File: config.mk
export PLATFORM = sky130hd
export DESIGN_NAME = arb_rr_merge
export DESIGN_NICKNAME = d
export VERILOG_FILES = /design/src/rtl/arb_rr_merge.sv
export SDC_FILE = /design/constraint.sdc
export NUM_CORES = 1
export LEC_CHECK = 0
export CAP_MARGIN = 25
export CORE_MARGIN = 3
export CORE_UTILIZATION = 39
export DETAILED_ROUTE_END_ITERATION = 8
export PLACE_DENSITY_LB_ADDON = 0.05
export SETUP_SLACK_MARGIN = 0.02
export SYNTH_ARGS = -nofsm -noshare
export SYNTH_HDL_FRONTEND = slang
export SYNTH_SLANG_ARGS = --single-unit
File: constraint.sdc
create_clock -name CLK -period 4.3 [get_ports CLK]
set_clock_uncertainty 0.2 [all_clocks]
set_input_delay 0.43 -clock CLK [delete_from_list [all_inputs] [get_ports CLK]]
set_output_delay 0.43 -clock CLK [all_outputs]
set_load 0.1 [all_outputs]
File: src/rtl/arb_rr_merge.sv
// Round-robin N:1 packet merge with one registered output stage (1-cycle latency).
// Backpressure: upstream Ack is raised only while the output register can load (empty or draining).
module arb_rr_merge #(
  parameter int N  = 2,
  parameter int W  = 32,
  parameter int SW = $clog2(N)
) (
  input  logic           CLK,
  input  logic           MR,
  input  logic [N-1:0]   ARB_Send_in,
  input  logic [N-1:0]   ARB_Last_in,
  input  logic [N*W-1:0] ARB_Data_in,
  output logic [N-1:0]   ARB_Ack_in,
  output logic           ARB_Send_out,
  output logic           ARB_Last_out,
  output logic [W-1:0]   ARB_Data_out,
  output logic [SW-1:0]  ARB_Src_out,
  input  logic           ARB_Ack_out,
  output logic           ARB_Busy
);

  typedef enum logic {IDLE, LOCKED} state_t;

  state_t        state;
  logic [SW-1:0] ptr;
  logic [SW-1:0] gnt;

  logic          ov;
  logic          last_q;
  logic [W-1:0]  data_q;
  logic [SW-1:0] src_q;

  logic          can_load;
  logic          found;
  logic          any_req;
  logic          xfer;
  logic [SW-1:0] winner;
  logic [SW-1:0] sel;
  logic [SW-1:0] sel_next;
  logic          sel_send;
  logic          sel_last;
  logic [W-1:0]  sel_data;

  assign can_load = !ov || ARB_Ack_out;

  // Search order ptr, ptr+1, ... mod N; the lowest offset with Send wins.
  always_comb begin
    winner = ptr;
    found  = 1'b0;
    for (int k = 0; k < N; k++) begin
      for (int i = 0; i < N; i++) begin
        if (!found && ARB_Send_in[i] && (i == ((int'(ptr) + k) % N))) begin
          found  = 1'b1;
          winner = SW'(i);
        end
      end
    end
  end

  assign sel      = (state == LOCKED) ? gnt : winner;
  assign any_req  = (state == LOCKED) || found;
  assign sel_next = (sel == SW'(N - 1)) ? '0 : sel + SW'(1);

  always_comb begin
    sel_send = 1'b0;
    sel_last = 1'b0;
    sel_data = '0;
    for (int i = 0; i < N; i++) begin
      if (SW'(i) == sel) begin
        sel_send = ARB_Send_in[i];
        sel_last = ARB_Last_in[i];
        sel_data = ARB_Data_in[i*W +: W];
      end
    end
  end

  // In LOCKED the grant holder keeps its Ack even while it has dropped Send.
  always_comb begin
    ARB_Ack_in = '0;
    for (int i = 0; i < N; i++) begin
      ARB_Ack_in[i] = !MR && any_req && can_load && (SW'(i) == sel);
    end
  end

  assign xfer = !MR && any_req && can_load && sel_send;

  always_ff @(posedge CLK) begin
    if (MR) begin
      state  <= IDLE;
      ptr    <= '0;
      gnt    <= '0;
      ov     <= 1'b0;
      last_q <= 1'b0;
      data_q <= '0;
      src_q  <= '0;
    end else begin
      if (xfer) begin
        ov     <= 1'b1;
        last_q <= sel_last;
        data_q <= sel_data;
        src_q  <= sel;
      end else if (ARB_Ack_out) begin
        ov <= 1'b0;
      end

      if (xfer) begin
        if (sel_last) begin
          state <= IDLE;
          ptr   <= sel_next;
        end else begin
          state <= LOCKED;
          gnt   <= sel;
        end
      end
    end
  end

  assign ARB_Send_out = ov;
  assign ARB_Last_out = last_q;
  assign ARB_Data_out = data_q;
  assign ARB_Src_out  = src_q;
  assign ARB_Busy     = (state == LOCKED) || ov;

  a_ack_onehot : assert property (@(posedge CLK) disable iff (MR) $onehot0(ARB_Ack_in));

  a_hold_stable : assert property (@(posedge CLK) disable iff (MR)
    (ARB_Send_out && !ARB_Ack_out) |=>
      (ARB_Send_out && $stable(ARB_Data_out) && $stable(ARB_Last_out) && $stable(ARB_Src_out)));

  a_ptr_range : assert property (@(posedge CLK) disable iff (MR) (int'(ptr) < N));

endmodule

==> impl_metrics.py <==
metrics = {
    "logic_synthesis": {
        "synth.yosys.seq_area_share_pct": 44.3,
        "synth_fp_nets": 291,
        "synthDistinctLibCells": 25,
        "synth_area_leaders": "dfxtp_1 44%, a311oi_1 16%, nand2_1 15%",
        "synth_area_per_cell_um2": 7.81,
        "synth_area_leader_cell": "dfxtp_1",
        "syn_area_mm2": 0.00172,
        "yosysTopAreaCellShare_pct": 44.3,
        "ys_ff_latch": 38,
        "ys_warn_count": 0,
        "syn_inst": 220,
    },
    "cells_and_area": {
        "fillCellCount": 368,
        "final_nets": 393,
        "final_cells": 371,
        "areaGrowthSynthToFinish_pct": 69.3,
        "drive_gt1_share_pct": 5.61,
        "multi_input_area_um2": 875,
        "register_area_um2": 761,
        "diodes": 0,
    },
    "setup_path": {
        "cp-end-kind": "output pin",
        "start_kind": "input port",
        "worst_ep_required_time_ns": 3.67,
        "r2r_end": "ARB_Data_out[24]",
        "path_class": "input port to output pin",
        "arrival_ns": 2.20,
        "critPathMaxFanout": 18,
        "timing.critical_path.from": "ARB_Send_in[0]",
        "cp-endpoint": "ARB_Ack_in[1]",
        "r2r_cells": 5,
        "rr_startpoint": "ptr",
        "r2r_slack_ns": 2.16,
    },
    "sta": {
        "hold_viol": 0,
        "fmax_mhz": 353,
        "fin_crit_ns": 2.83,
        "relSlewSlack_pct": 33.1,
        "finalCritPeriodShare_pct": 65.9,
        "setup_tns_ns": 0,
        "setup_viol": 0,
        "worst_slack_ns": 1.47,
        "worstMarginPinSlew_ns": 1.00,
        "maxSlewViolCount": 0,
        "rsz0062_at_grt": "false",
    },
    "cts": {
        "root_buffer": "clkbuf_8",
        "clkLatencyLatePin_ns": 0.29,
        "cts_setup_buffers": 0,
        "clkSlewWorstSetupHoldPaths_ns": 0.07,
        "cts_max_path_buffers": 2,
        "cts_inserted_buffers": 5,
        "cts.htree.levels": 2,
        "hold_buffers": 0,
        "post_cts_resized": 0,
        "cts_tree": "yes",
        "clock_sinks": 38,
    },
    "power": {
        "power.density_mw_per_mm2": 431,
        "p_leak_nw": 1.10,
        "peakVddDrop_v": 0.000235,
        "finalPower_w": 0.00125,
    },
    "global_route": {
        "grt_pass1_vias": 1794,
        "grt_overflow": 0,
        "grt_pass1_wl_mm": 8.08,
        "grt_max_degree": 52,
        "track_usage_pct": 19.7,
        "antenna_found_initial": 0,
    },
    "floorplanning": {
        "io_pins": 109,
        "rows": 23,
        "coreArea_mm2": 0.00412,
        "dieArea_mm2": 0.00524,
        "die_w_um": 72.4,
        "start_util_pct": 41.7,
        "fp.dieH_um": 72.4,
    },
    "place": {
        "gp_congestion": 0.779,
        "pre_cts_slack_ns": 1.47,
        "portBuffers": 108,
        "dp_cells": 365,
        "dp_hpwl_mm": 3.67,
    },
    "route": {
        "drt_iter0_markers": 66,
        "vias": 1920,
        "firstDrtPassIters": 4,
        "wire_per_inst_um": 13.6,
        "routed_wl_mm": 5.04,
        "drc": 0,
        "final_antenna_net_count": 0,
        "via_per_inst": 5.18,
    },
    "flow_run": {
        "max-cap-violations": 0,
    },
    "run_status": {
        "status": "finished, final reports clean",
    },
    "min_path": {
        "hold_class": "flip-flop to flip-flop",
    },
}
[metal layers]
metal	GRT usage, %	up-vias	part of all wire, %
li1	-	969	-
met1	22.7	855	40
met2	31.9	84	46
met3	10.1	12	12
met4	6.35	0	2.0
met5	0	-	0
[worst max-delay path: stages]
cell and delay (ns):
clkdlybuf4s50_1 0.53, a21boi_0 0.47, o31a_1 0.22, buf_4 0.23, nor2_1 0.07, buf_4 0.24
[worst min path at each step]
stage | from | endpoint | depth (start not counted)
final | ARB_Src_out | ARB_Src_out | 2
after CTS | ARB_Src_out | ARB_Src_out | 2
after detailed placement | ARB_Last_out | ARB_Last_out | 2
after global routing | ARB_Data_out[5] | ARB_Data_out[5] | 2
after floorplan | gnt | gnt | 2
after global placement | ARB_Last_out | ARB_Last_out | 2
[Yosys cell counts]
cell type  instances
nor2b_1            1
nor3_1             2
nand2_1           67
a21boi_0           1
inv_1              2
clkbuf_1           8
a21oi_1            2
buf_1              1
or2_2              1
a211o_1            1
nor3b_1            1
a2111oi_4          1
o31ai_2            1
o31ai_1            2
o221a_2            1
nor2_1            40
dfxtp_1           38
nand2b_1           3
o21bai_1           1
mux2i_1            1
o31a_1             1
o32ai_1            1
buf_2             10
o21a_1             1
a311oi_1          32
[power by group]
part           switching (W)  total (W)  leakage, nW  internal, W
registers          0.0000239   0.000416        0.314     0.000392
clock network       0.000118   0.000242       0.0431     0.000124
logic               0.000416   0.000595        0.739     0.000179
total               0.000559    0.00125         1.10     0.000695
[registers in the layout, indices dropped and copies added, names as in the netlist]
| signal | count |
|---|---|
| ARB_Send_out | 1 |
| gnt | 1 |
| state | 1 |
| ARB_Src_out | 1 |
| ARB_Data_out | 32 |
| ARB_Last_out | 1 |
| ptr | 1 |
[cell type report]
class,count,area share (%)
clock buffer,6,2.84
inverter,2,0.258
timing repair buffer,114,38.5
tap,50,2.15
multi-input combinational,161,30.1
sequential,38,26.2
[cells by family after synthesis]
group	Yosys count	share of synthesized area, %
DFF	38	44.3
AOI/OAI and AO/OA	45	23.6
and+or+nand+nor	115	26.2
buffers and inverters	21	5.32
muxes	1	0.583
[placed cells by master (no fill, tap or decap), types with 3 or more instances in the layout]
cell type          n
clkdlybuf4s50_1  106
dfxtp_1           38
nor2_1            40
nand2_1           67
a311oi_1          32
buf_4              8
clkbuf_8           6
nand2b_1           3
[stage by stage]
step                      util [%]  instance area [µm²]  hold WS (ns)
after CTS                     70.7                 2910         0.298
after floorplan                  -                 1720         0.288
after global routing          70.7                 2910         0.322
after global placement        68.7                 2830         0.276
after detailed placement      68.7                 2830         0.290
final                         70.7                 2910         0.295
Power figures use the tool's default switching activity.
